File: src/rtl/sar_pkg.sv
// sar_pkg: shared types and sizing for the successive-approximation search engine.
package sar_pkg;
  typedef enum logic {IDLE, SEARCH} state_t;
  localparam int SAR_WIDTH = 4;
  function automatic int sar_idx_w(input int w);
    return (w > 1) ? $clog2(w) : 1;
  endfunction
endpackage

File: src/rtl/cmp_onehot_chk.sv
// cmp_onehot_chk: flags whether a greater/equal/less comparator triple is exactly one-hot.
module cmp_onehot_chk (
  input  logic i_a_g_b,
  input  logic i_a_e_b,
  input  logic i_a_l_b,
  output logic o_valid
);
  assign o_valid = (i_a_g_b & ~i_a_e_b & ~i_a_l_b) |
                   (~i_a_g_b & i_a_e_b & ~i_a_l_b) |
                   (~i_a_g_b & ~i_a_e_b & i_a_l_b);
endmodule

File: src/rtl/sar_search.sv
// sar_search: MSB-first binary search of a comparator target, one step per clock.
// Define SAR_EARLY_EXIT_EN to terminate the search on the first equality.
module sar_search
  import sar_pkg::*;
#(
  parameter int WIDTH = SAR_WIDTH
) (
  input  logic             i_clk,
  input  logic             i_rst,
  input  logic             i_start,
  input  logic             i_a_g_b,
  input  logic             i_a_e_b,
  input  logic             i_a_l_b,
  output logic [WIDTH-1:0] o_trial,
  output logic             o_busy,
  output logic             o_done,
  output logic [WIDTH-1:0] o_value,
  output logic             o_found,
  output logic             o_cmp_err
);
  localparam int IW = sar_idx_w(WIDTH);
  localparam logic [IW-1:0] TOP_IDX = IW'(WIDTH - 1);
`ifdef SAR_EARLY_EXIT_EN
  localparam bit EARLY = 1'b1;
`else
  localparam bit EARLY = 1'b0;
`endif
  state_t           r_state;
  logic [IW-1:0]    r_idx;
  logic [WIDTH-1:0] r_acc;
  logic [WIDTH-1:0] r_value;
  logic             r_done;
  logic             r_found;
  logic             r_err;
  logic             w_valid;
  logic             w_eq;
  logic             w_last;
  logic [WIDTH-1:0] w_trial;
  logic [WIDTH-1:0] w_next_acc;
  cmp_onehot_chk u_chk (
    .i_a_g_b (i_a_g_b),
    .i_a_e_b (i_a_e_b),
    .i_a_l_b (i_a_l_b),
    .o_valid (w_valid)
  );
  assign w_trial    = (r_state == SEARCH) ? (r_acc | (WIDTH'(1) << r_idx)) : '0;
  // an invalid triple is treated as "less", so the trial bit is dropped
  assign w_eq       = w_valid & i_a_e_b;
  assign w_next_acc = (w_valid & (i_a_g_b | i_a_e_b)) ? w_trial : r_acc;
  assign w_last     = (r_idx == '0) | (EARLY & w_eq);
  always_ff @(posedge i_clk) begin
    if (i_rst) begin
      r_state <= IDLE;
      r_idx   <= '0;
      r_acc   <= '0;
      r_value <= '0;
      r_done  <= 1'b0;
      r_found <= 1'b0;
      r_err   <= 1'b0;
    end else begin
      r_done <= 1'b0;
      if (r_state == IDLE) begin
        if (i_start) begin
          r_state <= SEARCH;
          r_idx   <= TOP_IDX;
          r_acc   <= '0;
          r_value <= '0;
          r_found <= 1'b0;
          r_err   <= 1'b0;
        end
      end else begin
        r_acc   <= w_next_acc;
        r_found <= r_found | w_eq;
        r_err   <= r_err | ~w_valid;
        if (w_last) begin
          r_state <= IDLE;
          r_value <= w_next_acc;
          r_done  <= 1'b1;
        end else begin
          r_idx <= r_idx - 1'b1;
        end
      end
    end
  end
  assign o_trial   = w_trial;
  assign o_busy    = (r_state == SEARCH);
  assign o_done    = r_done;
  assign o_value   = r_value;
  assign o_found   = r_found;
  assign o_cmp_err = r_err;
endmodule
File: config.mk
export PLATFORM = sky130hd
export DESIGN_NAME = sar_search
export DESIGN_NICKNAME = d
export VERILOG_FILES = /design/src/rtl/sar_pkg.sv /design/src/rtl/cmp_onehot_chk.sv /design/src/rtl/sar_search.sv
export SDC_FILE = /design/constraint.sdc
export NUM_CORES = 1
export LEC_CHECK = 0
export ABC_AREA = 1
export CAP_MARGIN = 10
export CORE_MARGIN = 2
export CORE_UTILIZATION = 45
export CTS_CLUSTER_SIZE = 8
export DETAILED_ROUTE_END_ITERATION = 10
export MAX_ROUTING_LAYER = met4
export PLACE_DENSITY = 0.76
export SLEW_MARGIN = 30
export SYNTH_ARGS = -nofsm -noshare
export SYNTH_HDL_FRONTEND = slang
export SYNTH_HIERARCHICAL = 1
export SYNTH_SLANG_ARGS = --single-unit
File: constraint.sdc
create_clock -name i_clk -period 1.35 [get_ports i_clk]
set_clock_uncertainty 0.1 [all_clocks]
set_input_delay 0.27 -clock i_clk [delete_from_list [all_inputs] [get_ports i_clk]]
set_output_delay 0.27 -clock i_clk [all_outputs]
set_load 0.01 [all_outputs]
== After elaboration in Yosys (flattened, before gate mapping) ==
Index checks and enable logic that the tools add are counted.
Widths: inputs -> output; s select.

* Register bits after elaboration: 14
* Input port bits: 6
* Output and inout bits: 12
* Logic and storage cells: 51

* Shift operators: 1
* Reductions and logical operators: 5
* $add $sub $neg: 1
* Equal/unequal tests: 2
* Multiplexer cells: 16
* Bitwise logic cells: 19

{| class="wikitable"
|+ Operators with widths
! kind !! count
|-
| $mux 4 || 6
|-
| $and 1x1->1 || 8
|-
| $mux 1 || 7
|-
| $mux 2 || 3
|-
| $not 1->1 || 5
|-
| $or 1x1->1 || 5
|-
| $or 4x4->4 || 1
|-
| $reduce_and 2->1 || 2
|-
| $shl 1x2->4 const A || 1
|-
| $logic_not 2->1 || 1
|-
| $ne 2x1->1 const B || 1
|-
| $ne 2x2->1 const B || 1
|-
| $reduce_bool 2->1 || 1
|-
| $reduce_or 2->1 || 1
|-
| $sub 2x1->2 const B || 1
|}

== Logic depth before layout (Yosys ltp) ==
* Word-level depth: 9
* Gate-level depth with buffers: 8
* Mapped depth without buffers: 8

== Hierarchy ==
The synthesis kept the hierarchy.

{| class="wikitable"
|+ By module, submodules not included
! module !! sequential area each (µm²) !! area each (µm²) !! instances !! cells each
|-
| sar_search || 280.3 || 610.6 || 1 || 78
|-
| cmp_onehot_chk || 0.0 || 32.5 || 1 || 8
|}

== Least setup slack after synthesis ==
No wires, ideal clock.

* Path kind: reg-to-reg
* Start point: reg r_idx[0]
* End point: reg r_acc[0]
* Setup slack: 106 ps
* Data required time: 1132 ps
* Cell stages (with the launch flop): 7
* Library setup time: 118 ps
* Period minus slack after synthesis: 1244 ps
* Buffers on the path: 0
* Arrival: 1026 ps
* Path through: dfxtp_1 -> inv_1 -> ha_1 -> nand2_1 -> nand2_1 -> nand2_1 -> a21oi_1

* Word-level cells in the longest chain between the ends: 5

{| class="wikitable"
|+ RTL lines
! what !! RTL line !! text
|-
| start: declaration || sar_search.sv:29 || <nowiki>logic [IW-1:0] r_idx;</nowiki>
|-
| start signal: assignment || sar_search.sv:80 || <nowiki>r_idx <= r_idx - 1'b1;</nowiki>
|-
| $shl 1x2->4 || sar_search.sv:46 || <nowiki>assign w_trial = (r_state == SEARCH) ? (r_acc | (WIDTH'(1) << r_idx)) : '0;</nowiki>
|-
| $or 4x4->4 || sar_search.sv:46 ||
|-
| $mux 4 || sar_search.sv:46 ||
|-
| via o_trial[0] || sar_search.sv:14 || <nowiki>output logic [WIDTH-1:0] o_trial,</nowiki>
|-
| $mux 4 || sar_search.sv:49 || <nowiki>assign w_next_acc = (w_valid & (i_a_g_b | i_a_e_b)) ? w_trial : r_acc;</nowiki>
|-
| $mux 4 || sar_search.sv:62 || <nowiki>if (r_state == IDLE) begin</nowiki>
|-
| end signal: assignment || sar_search.sv:72 || <nowiki>r_acc <= w_next_acc;</nowiki>
|-
| end: declaration || sar_search.sv:30 || <nowiki>logic [WIDTH-1:0] r_acc;</nowiki>
|}

The timed path passes the listed nets, and every way through them passes these cells.
A chain may end at the register's enable or synchronous reset.

== Worst setup path after layout ==
* Start point: reg r_idx[0]
* End point: out o_trial[3]

* Word-level cells in the longest chain between the ends: 3

{| class="wikitable"
|+ RTL lines
! what !! RTL line
|-
| $shl 1x2->4 || sar_search.sv:46
|-
| $or 4x4->4 || sar_search.sv:46
|-
| $mux 4 || sar_search.sv:46
|-
| end: declaration || sar_search.sv:14
|}

No other way between the ends.

==> impl_metrics.env <==
export IMPL_worst_ep_required_time_ps=980
export IMPL_cts_hold_buf=0
export IMPL_ant_nets=0
export IMPL_syn_to_final_growth_pct=52.3
export IMPL_hold_class="input port to flip-flop"
export IMPL_synth_seq_cells=14
export IMPL_maxCapViolCount=0
export IMPL_yosysTopAreaCell="dfxtp_1"
export IMPL_wire_per_inst_um=12.5
export IMPL_dp_slack_ps=-366
export IMPL_io_pins=18
export IMPL_start_util_pct=48.8
export IMPL_cp_slowest_cell="dfxtp_4"
export IMPL_synth_top_family_by_area="simple AND/OR/NAND/NOR gates"
export IMPL_syn_nets=96
export IMPL_layout_commonest_cell="nand2_1"
export IMPL_clk_latency_ps=280
export IMPL_cp_common_cell="nor2_2"
export IMPL_ys_warnings_count=6
export IMPL_fmax_mhz=642
export IMPL_ys_types=16
export IMPL_yosys_area_share_adder_pct=7.78
export IMPL_violations="setup timing"
export IMPL_cts_path_max_buffers=2
export IMPL_dieArea_um2=1750
export IMPL_design_core_area_um2=1320
export IMPL_drc=0
export IMPL_synth_top_area_share_pct=43.6
export IMPL_cp_num_buf_inv=1
export IMPL_grt_max_degree=9
export IMPL_first_pass_iters=4
export IMPL_htreeDepth=1
export IMPL_hpwl_um=1170
export IMPL_rsz0062_at_grt="true"
export IMPL_status="complete, but fails checks"
export IMPL_cp_cell_sequence="ha_1, nor2_2, nor2_2, buf_2"
export IMPL_drtIter0Drc=23
export IMPL_finalWorstSetupSlack_ps=-208
export IMPL_final_cell_mix="nand2_1 (16), buf_4 (13), dfxtp_1 (11), a21oi_1 (10), inv_1 (9)"
export IMPL_globalplace_congestion=0.766
export IMPL_diodes=0
export IMPL_fin_crit_sh_pct=115
export IMPL_die_h_um=41.8
export IMPL_antenna_found_initial=0
export IMPL_root_buffer="clkbuf_4"
export IMPL_wl_um=1680
export IMPL_cp_start_kind="flip-flop"
export IMPL_vias=689
export IMPL_nNetsFinal=130
export IMPL_vdd_ir_drop_max_mv=0.603
export IMPL_synthSimpleGateAreaFrac_pct=23.9
export IMPL_setup_violations=4
export IMPL_overflow=0
export IMPL_via_per_inst=5.14
export IMPL_groute_usage_overall_pct=20.1
export IMPL_cts_sinks=14
export IMPL_hold_viol=0
export IMPL_synthesis_area_um2=643
export IMPL_muxShareOfSynthArea_pct=0
export IMPL_leakage_nw=0.499
export IMPL_ys_seq_area_share_pct=43.6
export IMPL_synthCells=86
export IMPL_max_stage_delay_ps=380
export IMPL_yosys_top_cells_area="dfxtp_1 (44%), nand2_1 (11%), a21oi_1 (7.8%)"
export IMPL_die_w_um=41.8
export IMPL_endpoint_kind="output port"
export IMPL_relSlewSlack_pct=80.8
export IMPL_cts_tree="yes"
export IMPL_grt_pass1_wl_um=2580
export IMPL_cp_top_family="flip-flops"
export IMPL_grt_pass1_vias=626
export IMPL_final_core_util_pct=74.4
export IMPL_slew_violations=0
export IMPL_worstMarginPinSlew_ps=288
export IMPL_numCtsBuffers=3
export IMPL_synth_area_per_cell_um2=7.48
export IMPL_critPathArrivalTime_ps=1190
export IMPL_synth_compound_area_share_pct=16.9
export IMPL_layout_drive_gt1_share_pct=37.8
export IMPL_power_density_nw_per_um2=1050
export IMPL_crit_type="flip-flop to output port"
export IMPL_io_buffer_count=17
export IMPL_period_needed_ps=1560
export IMPL_rows=13
export IMPL_critPathMaxFanout=3
export IMPL_synth_xor_area_share_pct=0
export IMPL_clk_pin_slew_ps=90
==> worst paths after layout <==
check / start / end / slack [ps] / depth (start not counted)
max: r_idx[0] / o_trial[3] / -210 / 4
max reg2reg: r_idx[0] / o_value[2] / 30 / 8
min: i_a_e_b / o_found / 360 / 3
min reg2reg: r_acc[0] / r_acc[0] / 380 / 2
==> report_power, final <==
part | internal (mW) | total, mW | switching (mW) | leakage [nW]
combinational | 0.118 | 0.254 | 0.136 | 0.362
sequential | 0.444 | 0.468 | 0.0241 | 0.116
clock | 0.164 | 0.308 | 0.144 | 0.0210
total | 0.726 | 1.03 | 0.304 | 0.499
==> cell usage after synthesis <==
library cell and n:
nand2_4 1, nor2_1 7, nor2_2 3, o21ai_1 3
nand2_2 1, a21oi_1 10, o21ai_2 1, dfxtp_1 14
ha_1 4, inv_2 1, inv_1 11, o211a_1 1
clkbuf_2 1, nand2_1 19, o21ai_0 5, nand3_1 4
==> stage by stage <==
step / TNS [ps] / hold slack, ps / area (µm²) / cells / power [mW]
6_report: -776 / 362 / 980 / 134 / 1.03
5_1_grt: -1010 / 401 / 980 / 134 / 1.08
4_1_cts: -702 / 357 / 943 / 133 / 1.01
3_5_place_dp: -4480 / 357 / 910 / 128 / 0.718
3_3_place_gp: -3630 / 351 / 910 / 128 / 0.709
2_1_floorplan: 0 / 336 / 643 / 86 / 0.587
==> what timing repair did <==
item,in CTS,in global routing
setup buffers,1,1
endpoints found under the setup margin,22,16
gates resized for setup,42,9
endpoints found under the hold margin,0,0
pin swaps,5,5
==> state kept, by name, indices dropped and copies added (netlist names) <==
register	cells
o_busy	1
o_cmp_err	1
o_done	1
o_found	1
o_value	4
r_acc	4
r_idx	2
==> routing by layer <==
metal | part of all wire (%) | GRT usage [%] | up-vias
met5 | 0 | - | -
met4 | 1.6 | 9.68 | 0
met3 | 6.4 | 3.91 | 6
met2 | 52 | 34.1 | 27
met1 | 40 | 22.6 | 314
li1 | - | - | 342
==> logic make-up (layout without fill, tap and decap cells) <==
kind of cell    Yosys count  after routing
compound gates           20             20
fa+ha+maj                 4              4
buf+inv                  13             46
flops                    14             14
simple gates             35             35
==> cell type report <==
cell class | instances | area, µm²
Timing Repair Buffer | 30 | 235
Inverter | 12 | 47.5
Tap cell | 15 | 18.8
Sequential cell | 14 | 289
Multi-Input combinational cell | 59 | 353
Fill cell | 104 | 338
Clock buffer | 4 | 36.3
==> worst reg2reg max path, cell delays in order, from the launching register on <==
cell	delay [ps]
dfxtp_4	390
inv_4	40
ha_2	180
nor2_2	100
nor2_2	50
buf_4	120
buf_4	120
nand2_2	60
a21oi_1	60
(Power assumes the default switching activity.)
